[src/rtl/chorus_pkg.sv]
// Shared types, gain constants and the stage-2 rounding arithmetic for the chorus wet/dry mixer.
package chorus_pkg;

   localparam int WIDTH      = 16;
   localparam int GAIN_W     = 8;
   localparam int GAIN_ONE   = 2**GAIN_W;
   localparam int ROUND_HALF = 2**(GAIN_W-1);
   localparam int PROD_W     = WIDTH + GAIN_W + 1;

   typedef logic signed [WIDTH-1:0]  sample_t;
   typedef logic signed [PROD_W-1:0] prod_t;

   // Convex weights keep the shifted sum inside sample range, so the narrowing cast never clips.
   function automatic sample_t mix_round(input prod_t pd, input prod_t pw);
      logic signed [PROD_W:0] sum;
      sum = {pd[PROD_W-1], pd} + {pw[PROD_W-1], pw} + (PROD_W+1)'(ROUND_HALF);
      return sample_t'(sum >>> GAIN_W);
   endfunction

endpackage

[src/rtl/chorus_pipe_reg.sv]
// One elastic valid/ready register stage; ready looks through to the downstream ready.
module chorus_pipe_reg
   import chorus_pkg::*;
#(
   parameter int width_p = 1
) (
   input  logic               clk_i,
   input  logic               reset_ni,
   input  logic               valid_i,
   output logic               ready_o,
   input  logic [width_p-1:0] data_i,
   output logic               valid_o,
   input  logic               ready_i,
   output logic [width_p-1:0] data_o
);

   logic               r_valid;
   logic [width_p-1:0] r_data;

   assign ready_o = ~r_valid | ready_i;
   assign valid_o = r_valid;
   assign data_o  = r_data;

   // Load when there is room; otherwise drain on a downstream pop, holding data while stalled.
   always_ff @(posedge clk_i or negedge reset_ni) begin
      if (!reset_ni) begin
         r_valid <= 1'b0;
         r_data  <= '0;
      end else if (valid_i && ready_o) begin
         r_valid <= 1'b1;
         r_data  <= data_i;
      end else if (ready_i) begin
         r_valid <= 1'b0;
      end
   end

endmodule

[src/rtl/chorus_mix.sv]
// Chorus wet/dry mixer: joins dry and wet streams, weights them by mix_i and rounds, two elastic stages.
// Optional CHORUS_MIX_BYPASS_EN adds bypass_i, which passes the dry sample through unchanged.
module chorus_mix
   import chorus_pkg::*;
#(
   parameter int width_p      = WIDTH,
   parameter int gain_width_p = GAIN_W
) (
   input  logic                    clk_i,
   input  logic                    reset_ni,
   input  logic [width_p-1:0]      dry_data_i,
   input  logic                    dry_valid_i,
   output logic                    dry_ready_o,
   input  logic [width_p-1:0]      wet_data_i,
   input  logic                    wet_valid_i,
   output logic                    wet_ready_o,
   input  logic [gain_width_p-1:0] mix_i,
`ifdef CHORUS_MIX_BYPASS_EN
   input  logic                    bypass_i,
`endif
   output logic                    valid_o,
   output logic [width_p-1:0]      data_o,
   input  logic                    ready_i
);

   localparam int P = width_p + gain_width_p + 1;

   logic                    w_s1_ready;
   logic                    w_s1_valid;
   logic                    w_s2_ready;
   logic [2*P-1:0]          w_s1_data;
   logic [gain_width_p:0]   w_dry_wt;
   logic [gain_width_p:0]   w_wet_wt;
   logic signed [P-1:0]     w_dry_ext;
   logic signed [P-1:0]     w_wet_ext;
   logic signed [P-1:0]     w_pd;
   logic signed [P-1:0]     w_pw;
   logic [width_p-1:0]      w_mixed;

   // A lone valid is never consumed: each side's ready waits on the other side's valid.
   assign dry_ready_o = wet_valid_i & w_s1_ready;
   assign wet_ready_o = dry_valid_i & w_s1_ready;

   // Weighted products; bypass scales dry by 2^G so the shared rounding returns it bit-exact.
   always_comb begin
      w_dry_wt  = (gain_width_p+1)'(GAIN_ONE) - {1'b0, mix_i};
      w_wet_wt  = {1'b0, mix_i};
      w_dry_ext = {{(gain_width_p+1){dry_data_i[width_p-1]}}, dry_data_i};
      w_wet_ext = {{(gain_width_p+1){wet_data_i[width_p-1]}}, wet_data_i};
`ifdef CHORUS_MIX_BYPASS_EN
      if (bypass_i) begin
         w_pd = w_dry_ext <<< gain_width_p;
         w_pw = '0;
      end else begin
         w_pd = w_dry_ext * $signed({{width_p{1'b0}}, w_dry_wt});
         w_pw = w_wet_ext * $signed({{width_p{1'b0}}, w_wet_wt});
      end
`else
      w_pd = w_dry_ext * $signed({{width_p{1'b0}}, w_dry_wt});
      w_pw = w_wet_ext * $signed({{width_p{1'b0}}, w_wet_wt});
`endif
   end

   chorus_pipe_reg #(.width_p(2*P)) u_stage1 (
      .clk_i    (clk_i),
      .reset_ni (reset_ni),
      .valid_i  (dry_valid_i & wet_valid_i),
      .ready_o  (w_s1_ready),
      .data_i   ({w_pd, w_pw}),
      .valid_o  (w_s1_valid),
      .ready_i  (w_s2_ready),
      .data_o   (w_s1_data)
   );

   assign w_mixed = mix_round(w_s1_data[2*P-1:P], w_s1_data[P-1:0]);

   chorus_pipe_reg #(.width_p(width_p)) u_stage2 (
      .clk_i    (clk_i),
      .reset_ni (reset_ni),
      .valid_i  (w_s1_valid),
      .ready_o  (w_s2_ready),
      .data_i   (w_mixed),
      .valid_o  (valid_o),
      .ready_i  (ready_i),
      .data_o   (data_o)
   );

endmodule

[config.mk]
export PLATFORM = sky130hd
export DESIGN_NAME = chorus_mix
export DESIGN_NICKNAME = d
export VERILOG_FILES = /design/src/rtl/chorus_pkg.sv /design/src/rtl/chorus_pipe_reg.sv /design/src/rtl/chorus_mix.sv
export SDC_FILE = /design/constraint.sdc
export NUM_CORES = 1
export LEC_CHECK = 0
export ABC_AREA = 0
export BUFFER_PORTS_ARGS = -buffer_cell sky130_fd_sc_hd__buf_2
export CORE_AREA = 2 2 232 234
export DETAILED_ROUTE_END_ITERATION = 6
export DIE_AREA = 0 0 234 236
export SETUP_SLACK_MARGIN = 0.02
export SKIP_LAST_GASP = 1
export SYNTH_ARGS = -nofsm -noshare
export SYNTH_HDL_FRONTEND = slang
export SYNTH_SLANG_ARGS = --single-unit
[constraint.sdc]
create_clock -name clk_i -period 3.4 [get_ports clk_i]
set_clock_uncertainty 0.15 [all_clocks]
set_input_delay 0.17 -clock clk_i [delete_from_list [all_inputs] [get_ports clk_i]]
set_output_delay 0.17 -clock clk_i [all_outputs]
set_load 0.005 [all_outputs]
==> results of run 1 <==
worst paths after layout:
kind                                           startpoint  slack, ns                              end  cells after the start
min in group asynchronous                        reset_ni       0.40     u_stage1.valid_o$_DFFE_PN0P_                      2
min reg2reg                u_stage2.data_o[1]$_DFFE_PN0P_       0.32   u_stage2.data_o[1]$_DFFE_PN0P_                      2
min                                         dry_data_i[0]       0.14  u_stage1.data_o[25]$_DFFE_PN0P_                      4
max reg2reg                u_stage1.data_o[3]$_DFFE_PN0P_       0.28   u_stage2.data_o[8]$_DFFE_PN0P_                     10
max in group asynchronous                        reset_ni       1.80  u_stage1.data_o[33]$_DFFE_PN0P_                      3
max                                              mix_i[3]      -2.09  u_stage1.data_o[41]$_DFFE_PN0P_                     24
timing repair:
item | 4_1_cts | 5_1_grt
buffers inserted | 26 | 10
hold buffers | 2 | 0
resized for setup | 147 | 82
pin swaps | 112 | 77
endpoints found under the hold margin | 41 | 0
cloned | 3 | 0
endpoints found under the setup margin | 38 | 38
logic make-up after synthesis:
kind of cell	Yosys count	synth area share
AOI/OAI and AO/OA	179	0.08518
xor gates and xnor gates	71	0.04831
adders and majority gates	358	0.4677
buffers and inverters	318	0.09277
DFF	66	0.1268
muxes	9	0.008067
and+or+nand+nor	437	0.1712
tightest hold or removal path: stages:
cell and delay, ns:
buf_2 0.11, buf_4 0.16, nand2_1 0.08, o21ai_0 0.07
state kept, by name, summed over array words and instances (netlist names):
name	flops
u_stage1.valid_o	1
u_stage2.data_o	16
u_stage2.valid_o	1
u_stage1.data_o	48
layout by cell type, fill, tap and decap left out, types with 13 or more instances in the layout:
cell     Yosys  routed
a21oi_1     44      23
and2_1     154     144
nor2_1      22      14
inv_2        0      13
buf_12       0      13
xor2_1      37      30
fa_1       215     202
dfrtp_1     66      66
buf_4        0     196
ha_4         0      27
a21oi_2      0      19
ha_1       143     114
nand2_1    188     181
a21o_1      15      14
buf_2        2      57
xnor2_1     33      27
inv_1      276     261
o21ai_1     23      36
buf_6        1      23
fa_2         0      13
o21ai_0     48      23
power groups by stage:
stage | registers, W | logic, W | clock network [W]
finish | 0.00142 | 0.0147 | 0.000958
detailed placement | 0.00144 | 0.0119 | 0
global placement | 0.00143 | 0.0117 | 0
CTS | 0.00143 | 0.0136 | 0.000982
floorplan | 0.00132 | 0.00798 | 0
global route | 0.00146 | 0.0163 | 0.00102
metrics by stage:
step	hold slack, ns	power, W	setup WS, ns	utilization
2_1_floorplan	-0.2756	0.009299	-2.197	-
3_3_place_gp	0.1992	0.01309	-2.565	0.2978
3_5_place_dp	0.2024	0.01331	-2.715	0.2978
4_1_cts	0.1337	0.01600	-2.054	0.3226
5_1_grt	0.1785	0.01882	-2.285	0.3309
6_report	0.1414	0.01705	-2.093	0.3309
final cells by class:
type	count	area (um2)
Clock buffer	9	225.2
Sequential cell	66	1652
Fill cell	5298	35510
Inverter	276	1041
Clock inverter	7	83.83
Multi-Input combinational cell	1055	11290
Timing Repair Buffer	296	2399
Tap cell	696	870.8
layer usage:
layer | vias up | GRT usage
met3 | 44 | 0.01741
li1 | 4998 | -
met4 | 6 | 0.02839
met2 | 130 | 0.2127
met5 | - | 0
met1 | 5176 | 0.1652
==> flow_summary.ini, run 1 <==
[floorplanning]
core_mm2 = 0.05307
ios = 64
num_rows = 85
die_h_um = 236
start_util = 0.2455
fp.dieW_um = 234
dieArea_mm2 = 0.05522

[critical_path]
cpMaxStageDelayCell = fa_1
worstPathArrival_ns = 5.57
cpMostUsedCell = fa_1
start_kind = primary input
critPathBufInv = 6
path_cells = buf_6 -> or3_4 -> or2_4 -> buf_12 -> xor2_4 -> and2_4 -> fa_2 -> fa_1 -> inv_2 -> fa_1 -> inv_1 -> fa_1 -> inv_2 -> fa_1 -> inv_2 -> ha_4 -> nor3_2 -> o21ai_2 -> and4bb_4 -> o31ai_4 -> a21oi_1 -> a21oi_1 -> xor2_1 -> o21ai_1
worst_setup_path_end_kind = flip-flop
critPathMaxStageDelay_ns = 0.53
crit_type = in -> reg
critical_path.top_delay_family = adder cells
cp_max_fo = 5
required_ns = 3.48

[cells_and_area]
design_area_mm2 = 0.01756
final_cells = 2405
num_antenna_cells = 0
area_delta_synth_final_pct = 34.78
drive_gt1_frac = 0.2967
nNetsFinal = 2107

[run]
drv_cap = 0

[cts]
cts_buffers = 9
root_buffer = clkbuf_16
max-clock-path-buffers = 2
clock_sinks = 66
htree_levels = 3
clock_latency_ns = 0.34
clkSlewWorstSetupHoldPaths_ns = 0.06
cts_tree = yes

[power]
cellLeakagePower_nw = 8.736
power.density_mw_per_mm2 = 970.7
power_frac_comb = 0.861
p_clk_frac = 0.056
irDropWorstVdd_mv = 0.7138
swShare = 0.4679
cell_internal_pwr_w = 0.009071
p_sw_w = 0.007976
pwr-share-seq = 0.083

[detailed_routing]
drc = 0
vias_per_cell = 4.305
top_layer = met5
wl_met3_um = 829
routed-via-count = 10354
wl_met1_um = 15480
drtAntennaViolNets = 0
drt-total-wl_um = 33570
dr_wl_met2_um = 16710
wire_per_inst_um = 13.96
firstDrtPassIters = 4
drt_iter0_drc = 435

[placed_design]
dp.cells = 2351
place_area_mm2 = 0.01581
port_buffers = 63
gp_congestion = 0.8127
dp_hpwl_um = 27520

[global_route]
grt_pass1_vias = 11209
antenna_found_initial = 3
gr-total-overflow = 0
grt_pass1_wl_um = 55970
track_usage = 0.1244
grt_max_degree = 48

[yosys]
synth_edf_count = 0
yosysSeqAreaShare = 0.1268
synthTopCellsByCount = inv_1, fa_1, nand2_1, and2_1, ha_1
synth.top_cell.area_share = 0.3304
yosys_register_bits = 66
netlist_area_mm2 = 0.01303
synth.avg_cell_area_um2 = 9.060
synth_nets = 1841
post-synth-top-area-cell = fa_1
yosysUniqueCellTypes = 62
synth_top_flop_cell = dfrtp_1
syn_inst = 1438
yosysWarnings = 0
synth_area_leaders = fa_1, ha_1, dfrtp_1
synthArstFlopShare = 1.000
yosysMostFrequentCell = inv_1

[timing]
timing.setup.tns_ns = -46.43
relSlewSlack = 0.3747
finalHoldViolCount = 0
rsz0062_at_grt = yes
setup_viol = 36
post-route-period-util = 1.616
maxSlewViolCount = 0
fmax_mhz = 182.0
worst_slew_pin_slew_ns = 0.9346
finalWorstSetupSlack_ns = -2.093
period_needed_ns = 5.493

[status]
status = finished, violations left
violations = setup timing

[worst_hold_path]
hp-class = in -> reg
Power figures use the tool's default switching activity.
==> run 2, diff against run 1 <==
--- a/config.mk
+++ b/config.mk
@@ -7,9 +7,9 @@
 export LEC_CHECK = 0
 export ABC_AREA = 0
 export BUFFER_PORTS_ARGS = -buffer_cell sky130_fd_sc_hd__buf_2
-export CORE_AREA = 2 2 232 234
+export CORE_AREA = 2 2 212 214
 export DETAILED_ROUTE_END_ITERATION = 6
-export DIE_AREA = 0 0 234 236
+export DIE_AREA = 0 0 214 216
 export SETUP_SLACK_MARGIN = 0.02
 export SKIP_LAST_GASP = 1
 export SYNTH_ARGS = -nofsm -noshare
==> run 2 against run 1 <==
The flow still finishes with violations (setup timing). Hold slack improved by 0.0026 ns. Die area fell by 16%. Combinational power hardly changed. Global-route usage increased by 1.6 points. First-iteration DRC count decreased by 14%. Power is essentially flat. Sequential power about the same. Sequential cell count is the same.
==> flow_summary.ini, run 2 (synthesis gave the netlist of run 1 again) <==
[cells_and_area]
design_area_mm2 = 0.01731
final_cell_mix = inv_1, fa_1, buf_4
area_delta_synth_final_pct = 32.83
largest_reg_flops = 48
nNetsFinal = 2105
final-seq-area_mm2 = 0.001652
drive_gt1_frac = 0.3017
num_antenna_cells = 0
final_common_cell = inv_1
final_cells = 2299
multiInputGateArea_mm2 = 0.01125
nFillCells = 4313

[cts]
clkSlewWorstSetupHoldPaths_ns = 0.06
cts_tree = yes
htree_levels = 3
max-clock-path-buffers = 2
root_buffer = clkbuf_16
clock_sinks = 66
clock_latency_ns = 0.34
cts_buffers = 9

[critical_path]
crit_type = in -> reg
r2r_cells = 10
reg2reg_to = u_stage2.data_o[10]$_DFFE_PN0P_
reg2reg_slack_ns = 0.30
worstPathArrival_ns = 5.52
cp_max_fo = 5
worst_setup_path_end_kind = flip-flop
start_kind = primary input
r2r_start = u_stage1.data_o[3]$_DFFE_PN0P_
required_ns = 3.48

[global_route]
track_usage = 0.1408
grt_pass1_wl_um = 54030
grt_max_degree = 67
gr-total-overflow = 0
antenna_found_initial = 1
grt_pass1_vias = 10890

[timing]
setup_viol = 38
holdWs_ns = 0.1440
worst_slew_pin_slew_ns = 0.9816
fmax_mhz = 183.7
post-route-period-util = 1.601
relSlewSlack = 0.3433
period_needed_ns = 5.443
maxSlewViolCount = 0
finalWorstSetupSlack_ns = -2.043
finalHoldViolCount = 0
rsz0062_at_grt = yes

[floorplanning]
fp.dieW_um = 214
start_util = 0.2972
ios = 64
die_h_um = 216
core_mm2 = 0.04384
num_rows = 77
dieArea_mm2 = 0.04622

[detailed_routing]
vias_per_cell = 4.425
drtAntennaViolNets = 0
drt_iter0_drc = 372
firstDrtPassIters = 5
routed-via-count = 10174
drc = 0
wire_per_inst_um = 14.07
drt-total-wl_um = 32350

[power]
cell_internal_pwr_w = 0.009142
p_sw_w = 0.007903
power.density_mw_per_mm2 = 984.9
swShare = 0.4636
pwr-share-seq = 0.083
cellLeakagePower_nw = 8.659
power_frac_comb = 0.857
p_clk_frac = 0.060
irDropWorstVdd_mv = 0.6876

[placed_design]
dp_slack_ns = -2.682
gp_congestion = 0.8157
port_buffers = 63
place_area_mm2 = 0.01564
dp.cells = 2245
dp_hpwl_um = 26710

[run]
drv_cap = 0

[worst_hold_path]
hold_start = wet_data_i[0]
hold_depth = 4
hold_end = u_stage1.data_o[0]$_DFFE_PN0P_
hp-class = in -> reg

[status]
violations = setup timing
status = finished, violations left
## run 2: how the worst max path moves through the flow
stage / slack (ns) / start / endpoint / cells after the start
floorplan: -2.20 / mix_i[0] / u_stage1.data_o[48]$_DFFE_PN0P_ / 25
global placement: -2.60 / mix_i[0] / u_stage1.data_o[47]$_DFFE_PN0P_ / 21
detailed placement: -2.68 / mix_i[0] / u_stage1.data_o[47]$_DFFE_PN0P_ / 24
CTS: -2.05 / mix_i[4] / u_stage1.data_o[47]$_DFFE_PN0P_ / 20
global route: -2.28 / mix_i[3] / u_stage1.data_o[48]$_DFFE_PN0P_ / 22
finish: -2.04 / mix_i[3] / u_stage1.data_o[48]$_DFFE_PN0P_ / 22
## run 2: per-layer routing
metal	GRT usage	vias up	share of wire
met5	0	-	0.00040
met4	0.02448	2	0.011
met3	0.01043	34	0.019
met2	0.2465	100	0.49
met1	0.1928	5045	0.48
li1	-	4993	-
## run 2: cell type report
type                    count  share of cell area
inverters                 276             0.06015
clock inverters             7            0.006073
clock buffers               9             0.01301
repair buffers            294              0.1323
flip-flops and latches     66             0.09543
well taps                 592             0.04280
multi-input cells        1055              0.6502
## run 2: worst max-delay path: stages
cell and delay, ns:
buf_6 0.09, or3_4 0.39, or2_4 0.31, xor2_4 0.19
buf_12 0.15, and2_4 0.15, fa_1 0.52, fa_1 0.43
fa_1 0.46, fa_1 0.51, inv_1 0.05, fa_1 0.51
inv_2 0.05, ha_4 0.23, a21o_1 0.17, a21o_1 0.19
a2111oi_4 0.31, nor3_2 0.12, nor3_2 0.18, a221oi_4 0.09
xnor2_1 0.16, o21ai_1 0.07
## run 2: metrics by stage
stage	total power [W]	utilization	TNS, ns
2_1_floorplan	0.009299	-	-45.94
3_3_place_gp	0.01323	0.3567	-66.50
3_5_place_dp	0.01345	0.3567	-68.66
4_1_cts	0.01583	0.3832	-53.62
5_1_grt	0.01880	0.3948	-59.69
6_report	0.01705	0.3948	-53.50
## run 2: repair_timing
item                                   4_1_cts  5_1_grt
buffers inserted                            29        9
endpoints found under the hold margin       68        0
pin swaps                                  101      112
hold buffers                                 2        0
resized for setup                          131      102
cloned                                       2        0
setup endpoints to repair                   38       39
## run 2: power by group through the flow
stage               Combinational, W  Clock [W]  Sequential [W]
floorplan                    0.00798          0         0.00132
global placement              0.0118          0         0.00143
detailed placement            0.0120          0         0.00144
CTS                           0.0134    0.00105         0.00143
global route                  0.0163    0.00107         0.00146
finish                        0.0146    0.00103         0.00141
==> run 3, diff against run 2 <==
--- a/config.mk
+++ b/config.mk
@@ -5,11 +5,11 @@
 export SDC_FILE = /design/constraint.sdc
 export NUM_CORES = 1
 export LEC_CHECK = 0
-export ABC_AREA = 0
+export ABC_AREA = 1
 export BUFFER_PORTS_ARGS = -buffer_cell sky130_fd_sc_hd__buf_2
-export CORE_AREA = 2 2 212 214
+export CORE_AREA = 2 2 221 223
 export DETAILED_ROUTE_END_ITERATION = 6
-export DIE_AREA = 0 0 214 216
+export DIE_AREA = 0 0 223 225
 export SETUP_SLACK_MARGIN = 0.02
 export SKIP_LAST_GASP = 1
 export SYNTH_ARGS = -nofsm -noshare
==> run 3 against run 2 <==
The run still ends with setup timing left. Via count is 25% higher. Power up 18%. Register-to-register slack improved by 0.46 ns. Synthesized area grew 9.1%. Setup slack improved by 0.53 ns. Critical path type unchanged. Critical endpoint is now u_stage1.data_o[40]$_DFFE_PN0P_. Largest cell class unchanged. Largest power group unchanged.
==> flow_summary.ini, run 3 <==
[status]
status = finished, violations left
violations = setup timing

[cells_and_area]
nFillCells = 4811
final_cell_mix = nand2_1, inv_1, buf_4
area_delta_synth_final_pct = 32.58
final_common_cell = nand2_1
nNetsFinal = 2604
finish.utilization = 0.3965
final_cells = 2821
largest_reg_flops = 48
num_antenna_cells = 0
drive_gt1_frac = 0.2620

[floorplanning]
fp.dieW_um = 223
ios = 64
core_mm2 = 0.04755
num_rows = 80
die_h_um = 225
start_util = 0.2991
dieArea_mm2 = 0.05018

[placed_design]
dp_slack_ns = -2.098
dp.cells = 2787
gp_congestion = 0.9173
port_buffers = 63
dp_hpwl_um = 32940

[worst_hold_path]
hold_start = mix_i[0]
hp-class = in -> reg
hold_depth = 4
hold_end = u_stage1.data_o[25]$_DFFE_PN0P_

[power]
swShare = 0.4991
cellLeakagePower_nw = 10.51
p_clk_frac = 0.050
cell_internal_pwr_w = 0.01008
pwr-share-seq = 0.070
power.density_mw_per_mm2 = 1067
irDropWorstVdd_mv = 0.6335
p_sw_w = 0.01004
power_frac_comb = 0.880
power_w = 0.02012

[detailed_routing]
drt_iter0_drc = 692
drtAntennaViolNets = 0
routed-via-count = 12749
firstDrtPassIters = 5
wire_per_inst_um = 13.77
vias_per_cell = 4.519
drt-total-wl_um = 38850
drc = 0

[cts]
max-clock-path-buffers = 2
cts_tree = yes
htree_levels = 3
clock_sinks = 66
cts_buffers = 9
root_buffer = clkbuf_16
clkSlewWorstSetupHoldPaths_ns = 0.06
clock_latency_ns = 0.35

[yosys]
synth_nets = 2343
yosysMostFrequentCell = nand2_1
yosysSeqAreaShare = 0.1161
synthTopCellsByCount = nand2_1, inv_1, fa_1, ha_1, nor2_1
synth.top_cell.area_share = 0.3027
yosysWarnings = 0
yosys_register_bits = 66
netlist_area_mm2 = 0.01422
post-synth-top-area-cell = fa_1
synth.avg_cell_area_um2 = 7.330
syn_inst = 1940
synth_top_flop_cell = dfrtp_1
synthArstFlopShare = 1.000
yosysUniqueCellTypes = 44
synth_edf_count = 0
synth_area_leaders = fa_1, nand2_1, ha_1

[critical_path]
cp_max_fo = 5
required_ns = 3.46
setup.worst_path.start = mix_i[0]
reg2reg_to = u_stage2.data_o[13]$_DFFE_PN0P_
crit_type = in -> reg
r2r_start = u_stage1.data_o[45]$_DFFE_PN0P_
worst_setup_path_end_kind = flip-flop
r2r_cells = 9
start_kind = primary input
reg2reg_slack_ns = 0.76
worstPathArrival_ns = 4.98

[timing]
maxSlewViolCount = 0
finalWorstSetupSlack_ns = -1.513
worst_slew_pin_slew_ns = 1.187
rsz0062_at_grt = yes
post-route-period-util = 1.445
timing.setup.tns_ns = -33.79
relSlewSlack = 0.2081
setup_viol = 36
period_needed_ns = 4.913
fmax_mhz = 203.5
finalHoldViolCount = 0

[global_route]
grt_pass1_vias = 13050
antenna_found_initial = 1
grt_max_degree = 64
gr-total-overflow = 0
grt_pass1_wl_um = 64090
track_usage = 0.1560

[run]
drv_cap = 0
[run 3: routing by layer]
layer	vias to the layer above	wire, um	part of all wire	track usage
li1	6331	-	-	-
met1	6221	17940	0.46	0.2058
met2	167	19410	0.50	0.2809
met3	30	1192	0.031	0.01786
met4	0	299	0.0077	0.02100
met5	-	0	0	0
[run 3: critical path, cell delays in order]
cell and delay, ns:
buf_8 0.10, buf_6 0.12, nor3_4 0.17, nand2_2 0.12, o21ai_2 0.17, nand2_4 0.12
buf_12 0.17, nor2_4 0.08, fa_1 0.45, fa_1 0.57, fa_1 0.42, fa_1 0.52
inv_2 0.04, fa_1 0.52, inv_2 0.05, ha_4 0.28, nand2_2 0.07, nor2_4 0.11
nand4_1 0.22, o21bai_4 0.23, buf_6 0.12, xnor2_2 0.10, o21ai_1 0.07
[run 3: layout make-up]
cell class	instances	area (um2)	share of cell area
Multi-Input combinational cell	1344	11860	0.6290
Timing Repair Buffer	306	2429	0.1288
Sequential cell	66	1652	0.08760
Tap cell	615	769.5	0.04081
Inverter	474	1819	0.09650
Clock buffer	9	225.2	0.01195
Clock inverter	7	100.1	0.005309
[run 3: timing repair]
item                       4_1_cts  5_1_grt
hold buffers                     4        0
hold endpoints to repair        45        0
buffers inserted                 4       13
pin swaps                       49       48
cloned                           0        2
setup endpoints to repair       39       38
gates resized for setup         88      132
[run 3: power by group through the flow]
stage / registers (W) / clock network, W / logic (W)
2_1_floorplan: 0.00131 / 0 / 0.0102
3_3_place_gp: 0.00141 / 0 / 0.0154
3_5_place_dp: 0.00142 / 0 / 0.0156
4_1_cts: 0.00141 / 0.00103 / 0.0165
5_1_grt: 0.00144 / 0.00107 / 0.0197
6_report: 0.00140 / 0.00101 / 0.0177
[run 3: worst max path at each step]
stage,end
after detailed placement,u_stage1.data_o[47]$_DFFE_PN0P_
after global routing,u_stage1.data_o[48]$_DFFE_PN0P_
after floorplan,u_stage1.data_o[48]$_DFFE_PN0P_
after global placement,u_stage1.data_o[47]$_DFFE_PN0P_
final,u_stage1.data_o[40]$_DFFE_PN0P_
after CTS,u_stage1.data_o[47]$_DFFE_PN0P_
[run 3: logic make-up (layout without fill, tap and decap cells)]
kind of cell             count (synthesis)  in the layout  synth area share
adder cells (fa/ha/maj)                358            358            0.4285
XOR/XNOR                                29             29           0.01786
AND/OR/NAND/NOR                        801            801            0.2320
buffers and inverters                  530            796            0.1447
flip-flops                              66             66            0.1161
AO/OA/AOI/OAI                          156            156           0.06080
[run 3: stage by stage]
step | instance area [um2] | hold slack, ns
floorplan | 15100 | -0.2756
global placement | 17480 | 0.2634
detailed placement | 17480 | 0.2789
CTS | 18230 | 0.07395
global route | 18850 | 0.1014
finish | 18850 | 0.09882
